==> config.mk <==
export PLATFORM = sky130hd
export DESIGN_NAME = spi_frame_scheduler
export DESIGN_NICKNAME = d
export VERILOG_FILES = /design/src/rtl/spi_frame_scheduler.sv
export SDC_FILE = /design/constraint.sdc
export NUM_CORES = 1
export LEC_CHECK = 0
export ABC_AREA = 1
export BUFFER_PORTS_ARGS = -buffer_cell sky130_fd_sc_hd__buf_4
export CAP_MARGIN = 20
export CORE_UTILIZATION = 48
export DETAILED_ROUTE_END_ITERATION = 6
export PLACE_DENSITY = 0.75
export SETUP_SLACK_MARGIN = 0.05
export SKIP_LAST_GASP = 1
export SLEW_MARGIN = 20
export SYNTH_ARGS = -nofsm -noshare
export SYNTH_HDL_FRONTEND = slang
export SYNTH_SLANG_ARGS = --single-unit
==> constraint.sdc <==
create_clock -name clk -period 1.7 [get_ports clk]
set_clock_uncertainty 0.05 [all_clocks]
set_input_delay 0.34 -clock clk [delete_from_list [all_inputs] [get_ports clk]]
set_output_delay 0.34 -clock clk [all_outputs]
set_load 0.05 [all_outputs]
==> src/rtl/spi_frame_scheduler.sv <==
// spi_frame_scheduler
//   Round-robin scheduler sharing one spi_master byte interface between
//   NUM_REQ requesters. Each granted request becomes a 6-byte write frame
//   (SYNC_BYTE, address, data LSB first). The 4 bytes received during the
//   data phase are returned to the owner as a 32-bit response word.
//
//   Optional macro SPI_SCHED_TIMEOUT_EN: builds a per-byte watchdog that
//   aborts a stalled frame after TIMEOUT_CYCLES and flags rsp_err. Without
//   it, XFER waits indefinitely and rsp_err is tied low.
//
// Ports:
//   clk, rst        system clock, synchronous active-high reset
//   req_valid/ready request handshake, one bit per requester (ready = pulse)
//   req_addr/data   per-requester frame address (8b) and data (32b), packed
//   rsp_valid       one-cycle pulse to the frame owner
//   rsp_data/err    received word / watchdog abort flag, qualified by rsp_valid
//   busy            high from grant until the end of the inter-frame gap
//   grant_id        current or last granted requester
//   spi_m_*         byte interface to spi_master (ready/tx out, valid/rx in)
module spi_frame_scheduler #(
  parameter int unsigned NUM_REQ        = 2,
  parameter logic [7:0]  SYNC_BYTE      = 8'h5A,
  parameter int unsigned GAP_CYCLES     = 4,
  parameter int unsigned TIMEOUT_CYCLES = 65535
) (
  input  logic                                       clk,
  input  logic                                       rst,
  input  logic [NUM_REQ-1:0]                         req_valid,
  output logic [NUM_REQ-1:0]                         req_ready,
  input  logic [8*NUM_REQ-1:0]                       req_addr,
  input  logic [32*NUM_REQ-1:0]                      req_data,
  output logic [NUM_REQ-1:0]                         rsp_valid,
  output logic [31:0]                                rsp_data,
  output logic                                       rsp_err,
  output logic                                       busy,
  output logic [(NUM_REQ > 1 ? $clog2(NUM_REQ) : 1)-1:0] grant_id,
  output logic                                       spi_m_ready,
  output logic [7:0]                                 spi_m_tx_data,
  input  logic                                       spi_m_valid,
  input  logic [7:0]                                 spi_m_rx_data
);

  localparam int unsigned GW       = (NUM_REQ > 1) ? $clog2(NUM_REQ) : 1;
  localparam logic [15:0] GAP_LAST = (GAP_CYCLES > 0) ? 16'(GAP_CYCLES - 1) : '0;

  if (NUM_REQ < 1 || NUM_REQ > 8 || TIMEOUT_CYCLES < 1 || TIMEOUT_CYCLES > 65536) begin : g_bad_cfg
    $error("spi_frame_scheduler: unsupported parameter value");
  end

  typedef enum logic [1:0] {IDLE, SETUP, XFER, GAP} state_t;

  state_t              state;
  logic [GW-1:0]       rr_ptr;
  logic [NUM_REQ-1:0]  grant_oh;
  logic [2:0]          byte_idx;
  logic [7:0]          addr_q;
  logic [31:0]         data_q;
  logic [15:0]         gap_cnt;

  logic [7:0]          addr_arr [NUM_REQ];
  logic [31:0]         data_arr [NUM_REQ];

  for (genvar k = 0; k < NUM_REQ; k++) begin : g_unpack
    assign addr_arr[k] = req_addr[8*k +: 8];
    assign data_arr[k] = req_data[32*k +: 32];
  end

  // Round-robin search: first pending requester after rr_ptr, with wrap.
  logic               any_req;
  logic [GW-1:0]      pick;
  logic [GW-1:0]      cand;
  logic [NUM_REQ-1:0] pick_oh;

  always_comb begin
    any_req = 1'b0;
    pick    = '0;
    cand    = '0;
    pick_oh = '0;
    for (int unsigned i = 1; i <= NUM_REQ; i++) begin
      cand = GW'((32'(rr_ptr) + i) % NUM_REQ);
      if (!any_req && req_valid[cand]) begin
        any_req       = 1'b1;
        pick          = cand;
        pick_oh[cand] = 1'b1;
      end
    end
  end

  function automatic logic [7:0] frame_byte(input logic [2:0] idx,
                                            input logic [7:0] a,
                                            input logic [31:0] d);
    case (idx)
      3'd0:    frame_byte = SYNC_BYTE;
      3'd1:    frame_byte = a;
      3'd2:    frame_byte = d[7:0];
      3'd3:    frame_byte = d[15:8];
      3'd4:    frame_byte = d[23:16];
      default: frame_byte = d[31:24];
    endcase
  endfunction

`ifdef SPI_SCHED_TIMEOUT_EN
  localparam logic [15:0] WD_LAST = 16'(TIMEOUT_CYCLES - 1);
  logic [15:0] wd_cnt;
  logic        err_q;
  assign rsp_err = err_q;
`else
  assign rsp_err = 1'b0;
`endif

  always_ff @(posedge clk) begin
    if (rst) begin
      state         <= IDLE;
      rr_ptr        <= GW'(NUM_REQ - 1);
      grant_oh      <= '0;
      byte_idx      <= '0;
      addr_q        <= '0;
      data_q        <= '0;
      gap_cnt       <= '0;
      req_ready     <= '0;
      rsp_valid     <= '0;
      rsp_data      <= '0;
      busy          <= 1'b0;
      grant_id      <= '0;
      spi_m_ready   <= 1'b0;
      spi_m_tx_data <= '0;
`ifdef SPI_SCHED_TIMEOUT_EN
      wd_cnt        <= '0;
      err_q         <= 1'b0;
`endif
    end else begin
      req_ready <= '0;
      rsp_valid <= '0;
      case (state)
        IDLE: begin
          if (any_req) begin
            req_ready     <= pick_oh;
            grant_oh      <= pick_oh;
            grant_id      <= pick;
            rr_ptr        <= pick;
            addr_q        <= addr_arr[pick];
            data_q        <= data_arr[pick];
            byte_idx      <= '0;
            busy          <= 1'b1;
            rsp_data      <= '0;
            spi_m_tx_data <= SYNC_BYTE;
`ifdef SPI_SCHED_TIMEOUT_EN
            err_q         <= 1'b0;
`endif
            state         <= SETUP;
          end
        end

        // tx byte is already loaded; open the handshake next cycle.
        SETUP: begin
          spi_m_ready <= 1'b1;
`ifdef SPI_SCHED_TIMEOUT_EN
          wd_cnt      <= '0;
`endif
          state       <= XFER;
        end

        XFER: begin
          if (spi_m_valid && spi_m_ready) begin
            spi_m_ready <= 1'b0;
            case (byte_idx)
              3'd2:    rsp_data[7:0]   <= spi_m_rx_data;
              3'd3:    rsp_data[15:8]  <= spi_m_rx_data;
              3'd4:    rsp_data[23:16] <= spi_m_rx_data;
              3'd5:    rsp_data[31:24] <= spi_m_rx_data;
              default: ;
            endcase
            if (byte_idx == 3'd5) begin
              rsp_valid <= grant_oh;
              gap_cnt   <= '0;
              if (GAP_CYCLES == 0) begin
                busy  <= 1'b0;
                state <= IDLE;
              end else begin
                state <= GAP;
              end
            end else begin
              byte_idx      <= byte_idx + 3'd1;
              spi_m_tx_data <= frame_byte(byte_idx + 3'd1, addr_q, data_q);
              state         <= SETUP;
            end
          end
`ifdef SPI_SCHED_TIMEOUT_EN
          else if (wd_cnt == WD_LAST) begin
            spi_m_ready <= 1'b0;
            rsp_valid   <= grant_oh;
            err_q       <= 1'b1;
            gap_cnt     <= '0;
            if (GAP_CYCLES == 0) begin
              busy  <= 1'b0;
              state <= IDLE;
            end else begin
              state <= GAP;
            end
          end else begin
            wd_cnt <= wd_cnt + 16'd1;
          end
`endif
        end

        GAP: begin
          if (gap_cnt == GAP_LAST) begin
            busy  <= 1'b0;
            state <= IDLE;
          end else begin
            gap_cnt <= gap_cnt + 16'd1;
          end
        end

        default: state <= IDLE;
      endcase
    end
  end

endmodule

# Yosys cells after proc, flatten, opt, wreduce, memory -nomap -nowiden
# Cells that the tools add are included.
[totals] reg_bits=111 inputBits=93
[classes] n_reduce_logical=23 addsub=4 bitwise=7 n_mux=50 magnitude_cmp=5 n_eq_ne=21
[ops] operator="32-bit 2-to-1 mux" count=5
[ops] operator="8-bit 2-to-1 mux" count=10
[ops] operator="32-bit case mux with 2 select lines" count=1
[ops] operator="16-bit 2-to-1 mux" count=3
[ops] operator="8-bit case mux with 5 select lines" count=1
[ops] operator="16-bit case mux with 2 select lines" count=1
[ops] operator="4-bit AND reduction" count=6
[ops] operator="16-bit by 1-bit adder with 16-bit output, second input constant" count=1
[ops] operator="16-bit by 2-bit equality test with 1-bit output, second input constant" count=1
[ops] operator="8-bit case mux with 2 select lines" count=1
[ops] operator="1-bit 2-to-1 mux" count=13
[ops] operator="3-bit by 2-bit equality test with 1-bit output, second input constant" count=4
[ops] operator="2-bit 2-to-1 mux" count=6
[ops] operator="2-bit inequality test, second input constant" count=6
[ops] operator="3-bit equality test, second input constant" count=3
[ops] operator="3-bit 2-to-1 mux" count=3
[ops] operator="2-bit case mux with 4 select lines" count=1
[ops] operator="2-bit nonzero test" count=4
[ops] operator="2-bit by 1-bit inequality test with 1-bit output, second input constant" count=3
[ops] operator="3-bit case mux with 2 select lines" count=1
[ops] operator="3-bit AND reduction" count=2
[ops] operator="1-bit NOT" count=5
[ops] operator="2-bit equality test, second input constant" count=2
[ops] operator="1-bit logical AND" count=4
[ops] operator="17 further kinds" count=23

# Longest topological paths before layout
# Gate-level depths: netlist (run 1).
[logic_depth] ltp_word=11 ltp_mapped=10 mapped_depth_nobuf=10

# Worst setup path before layout (run 1)
# Ideal clock, no wire load.
[synth_path] kind="register to register" start="register spi_m_ready" end="register gap_cnt[8]" setup_ps=132 required_time_ps=1518 synth_period_minus_slack_ps=1753 t_arrival_ps=1571 stages_incl_launch_ff=9 setup_slack_ps=-53 cell_sequence="dfxtp_1 > nand2_1 > nor2_4 > inv_2 > nor2_2 > inv_2 > buf_2 > nand3_1 > a21oi_1"
[synth_via] elab_chain_cells=3
[synth_rtl] item="start, declared" line_no="37" rtl="output logic spi_m_ready,"
[synth_rtl] item="start signal, assigned" line_no="125" rtl="spi_m_ready <= 1'b0;"
[synth_rtl] item="start signal, assigned" line_no="156" rtl="spi_m_ready <= 1'b1;"
[synth_rtl] item="start signal, assigned" line_no="165" rtl="spi_m_ready <= 1'b0;"
[synth_rtl] item="1-bit logical AND" line_no="164" rtl="if (spi_m_valid && spi_m_ready) begin"
[synth_rtl] item="2-bit inequality test (no source line)"
[synth_rtl] item="4-bit AND reduction (no source line)"
[synth_rtl] item="end signal, assigned" line_no="211" rtl="gap_cnt <= gap_cnt + 16'd1;"
[synth_rtl] item="end, declared" line_no="58" rtl="logic [15:0] gap_cnt;"
# No other way between the ends.
# A chain may end at the register's enable or synchronous reset.

# Worst setup path in the final report (run 1)
[layout_path] start="register byte_idx[1]" end="register rsp_data[20]"
[layout_via] elab_chain_cells=3
[layout_rtl] item="start, declared" line_no="55" rtl="logic [2:0] byte_idx;"
[layout_rtl] item="start signal, assigned" line_no="183" rtl="byte_idx <= byte_idx + 3'd1;"
[layout_rtl] item="3-bit equality test" line_no="166" rtl="case (byte_idx)"
[layout_rtl] item="2-bit by 1-bit inequality test with 1-bit output (no source line)"
[layout_rtl] item="4-bit AND reduction (no source line)"
[layout_rtl] item="end signal, assigned" line_no="169" rtl="3'd4: rsp_data[23:16] <= spi_m_rx_data;"
[layout_rtl] item="end, declared" line_no="33" rtl="output logic [31:0] rsp_data,"
# No other way between the ends.

==> flow_summary.ini, run 1 <==
[routing]
vias_per_cell = 5.16
drt_wl_total_microns = 15000
ant_nets = 0
drc_errors = 0
wl_per_cell_microns = 13.4
drt_iter0_drc = 380
dr.pass1.iters = 7
num_vias = 5784

[power_and_ir_drop]
finalPower_mw = 9.60
power_density_mw_per_mm2 = 1320
p_leak_nw = 3.32
ir_drop_mv = 0.761

[clock_network]
htree_levels = 3
cts_sinks = 111
cts_buffers = 9
cts_tree = done
clock_latency_ns = 0.35
ctsRootBufferMaster = clkbuf_16
clk_pin_slew_worst_paths_ns = 0.08
clockBufferDepth = 2
postCtsHoldBufs = 0

[placed_design]
post-place-ws_ns = -0.0554
finalWeightedCongestion = 0.882
port_buffers = 139
dpl.hpwl_microns = 10600

[synth]
yosysWarnings = 0
syn_inst = 829
synth-seq-cells = 111
synth_edf_count = 0
synthTopCellsByArea = dfxtp_1 41%, nand2_1 17%, nand3_1 9.4%
synth_most_common_cell = nand2_1
synth.cell_area_sq_mm = 0.00544
syn_avg_cell_area_sq_um = 6.57
synthTopCellsByCount = 250 x nand2_1, 121 x nor2_1, 111 x dfxtp_1
async_flop_share_pct = 0
yosys.area.top_type = dfxtp_1
syn_nets = 930
synth.distinct_cells = 30
yosysSeqAreaShare_pct = 40.8
synth_ff_type = dfxtp_1
yosys.area.top_type_share_pct = 40.8

[global_route]
grt_max_degree = 62
gr-usage-met3_pct = 3.98
grtUsageTotal_pct = 25.5
antenna_found_initial = 0
grtUsageMet2_pct = 45.6
grt_pass1_wl_microns = 24000
use_met1_pct = 30.9
grt_pass1_vias = 5270
grt-ovfl-total = 0
grt_busiest_layer = met2

[finish]
area_growth_pct = 33.8
fillers = 1011
final_nets = 1077
diodes = 0
drive_gt1_share_pct = 25.4
final_core_util_pct = 66.6

[sta]
fin_hold_ws_ns = 0.208
finalHoldViolations = 0
post-route-period-util_pct = 95.2
fmax_mhz = 618
report.final.slew_viol_count = 0
worst_slack_ns = 0.0821
finalSetupViolations = 0
tns_ns = 0
period_minus_slack_ns = 1.62
rsz0062_at_grt = true

[floorplan]
fp.dieW_microns = 108
coreArea_sq_mm = 0.0109
ios = 141
fp-row-count = 38
die_h_microns = 108
start_util_pct = 49.8
dieArea_sq_mm = 0.0118

[run_status]
outcome = finished clean

[critical_path]
critPathMaxFanout = 8
cp-end-kind = register
worstPathRequired_ns = 1.94
path_class = reg -> reg
worstPathArrival_ns = 1.86
critPathLaunchType = register

[run]
cap_violations = 0

[hold_path]
hp-class = in -> reg
final timing paths:
kind	slack, ns	depth (start not counted)	startpoint	endpoint
worst max register to register	0.08	8	byte_idx[1]$_SDFFE_PP0P_	rsp_data[20]$_SDFFE_PP0P_
worst max-delay path	0.08	8	byte_idx[1]$_SDFFE_PP0P_	rsp_data[20]$_SDFFE_PP0P_
worst min register to register	0.40	2	grant_oh[1]$_SDFFE_PP0P_	rsp_valid[1]$_SDFF_PP0_
worst min-delay path	0.21	3	spi_m_rx_data[4]	rsp_data[28]$_SDFFE_PP0P_
layer usage:
layer | vias up | wire length [microns]
li1 | 2983 | -
met1 | 2602 | 6550
met2 | 167 | 7590
met3 | 32 | 578
met4 | 0 | 314
met5 | - | 0
report_power, final:
part           internal, mW  switching (mW)  leakage (nW)  total (mW)
clock                  1.22            1.04         0.159        2.26
combinational          1.33            2.39          2.25        3.72
sequential             3.22           0.386         0.909        3.61
total                  5.78            3.82          3.32        9.60
area by class of cell:
cell class	instances	area (sq um)	share of cell area (%)
multi-input combinational	635	3010	41.3
sequential	111	2230	30.6
timing repair buffer	178	1390	19.1
clock buffer	10	239	3.28
tap	140	175	2.41
inverter	41	156	2.15
clock inverter	6	83.8	1.15
sequential cells by signal, indices dropped and copies added (netlist names):
| name | count |
|---|---|
| rsp_valid | 2 |
| rr_ptr | 1 |
| spi_m_tx_data | 8 |
| state | 2 |
| grant_id | 1 |
| spi_m_ready | 1 |
| addr_q | 8 |
| busy | 1 |
| req_ready | 2 |
| data_q | 32 |
| grant_oh | 2 |
| byte_idx | 3 |
| gap_cnt | 16 |
| rsp_data | 32 |
repair_timing:
action,in CTS,in global routing
gates resized for setup,10,39
cloned,1,0
pin swaps,2,10
buffers inserted,0,4
endpoints found under the setup margin,9,85
worst max-delay path: stages, from the launching register on:
cell and delay, ns:
dfxtp_2 0.34, buf_4 0.15, inv_1 0.12, ha_2 0.22
nand2_1 0.07, nor2_2 0.21, buf_4 0.20, nand2_1 0.07
a21oi_1 0.13
stage by stage:
stage	area, sq um	instances
after floorplan	5450	829
after global routing	7280	1121
after global placement	6770	1100
after detailed placement	6770	1100
after CTS	7110	1117
final	7280	1121
cell usage in the layout, fill, tap and decap left out, types with 4 or more instances in the layout:
| cell | Yosys | final |
|---|---|---|
| nand2_1 | 250 | 241 |
| nand4_1 | 11 | 11 |
| ha_4 | 0 | 4 |
| inv_2 | 2 | 6 |
| o21bai_1 | 4 | 4 |
| nor2_2 | 9 | 8 |
| nor2_4 | 2 | 9 |
| nand2_2 | 2 | 10 |
| nor2_1 | 121 | 116 |
| dfxtp_1 | 111 | 107 |
| a21oi_1 | 65 | 61 |
| nand3_1 | 102 | 102 |
| inv_1 | 38 | 33 |
| clkbuf_16 | 0 | 9 |
| buf_12 | 0 | 4 |
| o21ai_0 | 45 | 42 |
| a21oi_2 | 0 | 4 |
| buf_4 | 7 | 172 |
| dfxtp_2 | 0 | 4 |
kinds of logic (layout without fill, tap and decap cells):
| group | after synthesis | after routing | synth area share [%] |
|---|---|---|---|
| other | 1 | 1 | 0.0689 |
| adder cells (fa/ha/maj) | 8 | 8 | 1.84 |
| flip-flops | 111 | 111 | 40.8 |
| AO/OA/AOI/OAI | 122 | 122 | 11.7 |
| buffers and inverters | 84 | 235 | 6.92 |
| AND/OR/NAND/NOR | 503 | 504 | 38.6 |
Note: power is estimated with default switching activity, not from simulation.
==> run 2, diff against run 1 <==
--- a/config.mk
+++ b/config.mk
@@ -9,7 +9,9 @@
 export BUFFER_PORTS_ARGS = -buffer_cell sky130_fd_sc_hd__buf_4
 export CAP_MARGIN = 20
 export CORE_UTILIZATION = 48
+export CTS_BUF_LIST = sky130_fd_sc_hd__clkbuf_4 sky130_fd_sc_hd__clkbuf_8 sky130_fd_sc_hd__clkbuf_16
 export DETAILED_ROUTE_END_ITERATION = 6
+export GPL_TIMING_DRIVEN = 0
 export PLACE_DENSITY = 0.75
 export SETUP_SLACK_MARGIN = 0.05
 export SKIP_LAST_GASP = 1
==> constraint.sdc (replaced) <==
create_clock -name clk -period 1.4 [get_ports clk]
set_clock_uncertainty 0.05 [all_clocks]
set_input_delay 0.28 -clock clk [delete_from_list [all_inputs] [get_ports clk]]
set_output_delay 0.28 -clock clk [all_outputs]
set_load 0.05 [all_outputs]
==> run 2 against run 1 <==
Routed wire length up 17%. Largest power group unchanged. Critical path type unchanged. Critical path depth grew 1. Cell area increased by 9.7%. Global-route usage grew 3.6 points. The run now ends with negative setup slack left. Largest cell class unchanged. Sequential share of layout area fell by 2.3 points. Final cell count is 3.7% higher. Via count is 7.7% higher. Sequential cell count unchanged. Combinational power is 89% higher. Register-to-register slack got worse by 0.35 ns.
==> flow_summary.ini, run 2 (synthesized netlist as in run 1, its figures left out) <==
[run_status]
outcome = finished, violations left
failed_checks = negative setup slack

[floorplan]
dieArea_sq_mm = 0.0118
start_util_pct = 49.8
ios = 141
fp.dieW_microns = 108
coreArea_sq_mm = 0.0109
fp-row-count = 38
die_h_microns = 108

[critical_path]
worstPathRequired_ns = 1.63
worstPathArrival_ns = 1.90
max_stage_delay_ns = 0.37
crit_start = byte_idx[0]$_SDFFE_PP0P_
cp-end-kind = register
crit_chain = ha_4, ha_4, nand2_4, nand2_4, nor2_4, inv_2, nand2_2, nand2_1, a21oi_2
path_delay_family = simple AND/OR/NAND/NOR gates
critPathLaunchType = register
critPathMaxFanout = 5
critPathBufInv = 1
r2r_start = byte_idx[0]$_SDFFE_PP0P_
critPathSlowestCell = dfxtp_4
path_class = reg -> reg

[clock_network]
cts_sinks = 111
cts_tree = done
clk_pin_slew_worst_paths_ns = 0.08
htree_levels = 3
clockBufferDepth = 2
cts_buffers = 9
clock_latency_ns = 0.35
ctsRootBufferMaster = clkbuf_16

[routing]
drt_wl_total_microns = 17600
dr.pass1.iters = 5
drc_errors = 0
num_vias = 6229
vias_per_cell = 5.36
wl_per_cell_microns = 15.2
drt_iter0_drc = 565
ant_nets = 0

[placed_design]
port_buffers = 137
dpl_cell_area_sq_mm = 0.00676
finalWeightedCongestion = 0.891
place_inst = 1106
dpl.hpwl_microns = 11400

[global_route]
grt-ovfl-total = 0
grt_max_degree = 20
gr-usage-met3_pct = 5.73
grt_pass1_vias = 5730
use_met1_pct = 34.0
grt_busiest_layer = met2
grtUsageMet2_pct = 51.0
antenna_found_initial = 0
grtUsageTotal_pct = 29.0
grt_pass1_wl_microns = 26700

[power_and_ir_drop]
power_density_mw_per_mm2 = 1740
p_leak_nw = 3.55
finalPower_mw = 13.9
ir_drop_mv = 1.15

[sta]
rsz0062_at_grt = true
finalHoldViolations = 0
period_minus_slack_ns = 1.67
fmax_mhz = 600
post-route-period-util_pct = 119
worst_slack_ns = -0.266
tns_ns = -12.38
worst_pin_slew_ns = 0.681
report.final.slew_viol_count = 0
finalSetupViolations = 104
fin_hold_ws_ns = 0.158
max_slew_margin_pct = 54.6

[run]
cap_violations = 0

[finish]
final_cell_mix = 220 x nand2_1, 164 x buf_4, 101 x nand3_1, 96 x nor2_1, 95 x dfxtp_1
drive_gt1_share_pct = 34.1
final_common_cell = nand2_1
area_growth_pct = 46.8
final_nets = 1119
reg_top3 = data_q (32), rsp_data (32), gap_cnt (16)
finalInstanceArea_sq_mm = 0.00799
diodes = 0
fillers = 857
instances_no_fill = 1162

[hold_path]
hold_start = spi_m_rx_data[5]
hp-class = in -> reg
run 2: cell types whose count changed in the layout (fill, tap and decap cells not counted), sizes merged:
cell / change
nor2: +2
clkbuf: +21
clkinv: -1
bufinv: -1
inv: +1
buf: +18
clkinvlp: +1
run 2: layer usage:
metal	share of wire, %	vias up
met5	0	-
met4	3.6	0
met3	6.5	60
met2	51	270
met1	39	2821
li1	-	3078
run 2: final timing paths:
kind | end | slack (ns) | cells after the start
worst min-delay path | rsp_data[29]$_SDFFE_PP0P_ | 0.16 | 3
worst max-delay path | spi_m_tx_data[5]$_SDFFE_PP0P_ | -0.27 | 9
worst min register to register | rsp_data[8]$_SDFFE_PP0P_ | 0.40 | 2
worst max register to register | spi_m_tx_data[5]$_SDFFE_PP0P_ | -0.27 | 9
run 2: cell type report:
type	count	area [sq um]	area share (%)
plain buffers	40	298	3.73
inverters	41	173	2.16
flip-flops and latches	111	2260	28.2
well taps	140	175	2.19
repair buffers	178	1530	19.2
multi-input cells	637	3280	41.0
clock buffers	9	225	2.82
clock inverters	6	51.3	0.642
run 2: what timing repair did:
item | in CTS | in global routing
endpoints found under the hold margin | 0 | 0
gates resized for setup | 121 | 75
setup buffers | 24 | 9
setup endpoints to repair | 110 | 110
gates cloned | 10 | 1
pin swaps | 37 | 32
hold buffers | 0 | 0
run 2: through the flow:
step | util, % | worst slack [ns]
2_1_floorplan | - | -0.0761
3_3_place_gp | 61.8 | -0.319
3_5_place_dp | 61.8 | -0.350
4_1_cts | 70.3 | -0.204
5_1_grt | 73.1 | -0.330
6_report | 73.1 | -0.266
run 2: tightest hold or removal path, cell delays in order:
cell	delay, ns
buf_4	0.12
nand3_1	0.07
nand2_1	0.06
run 2: where the power goes:
part / total, mW / leakage [nW] / switching [mW] / internal [mW]
Clock: 2.47 / 0.139 / 1.23 / 1.24
Sequential: 4.43 / 0.916 / 0.503 / 3.93
Combinational: 7.02 / 2.49 / 3.87 / 3.14
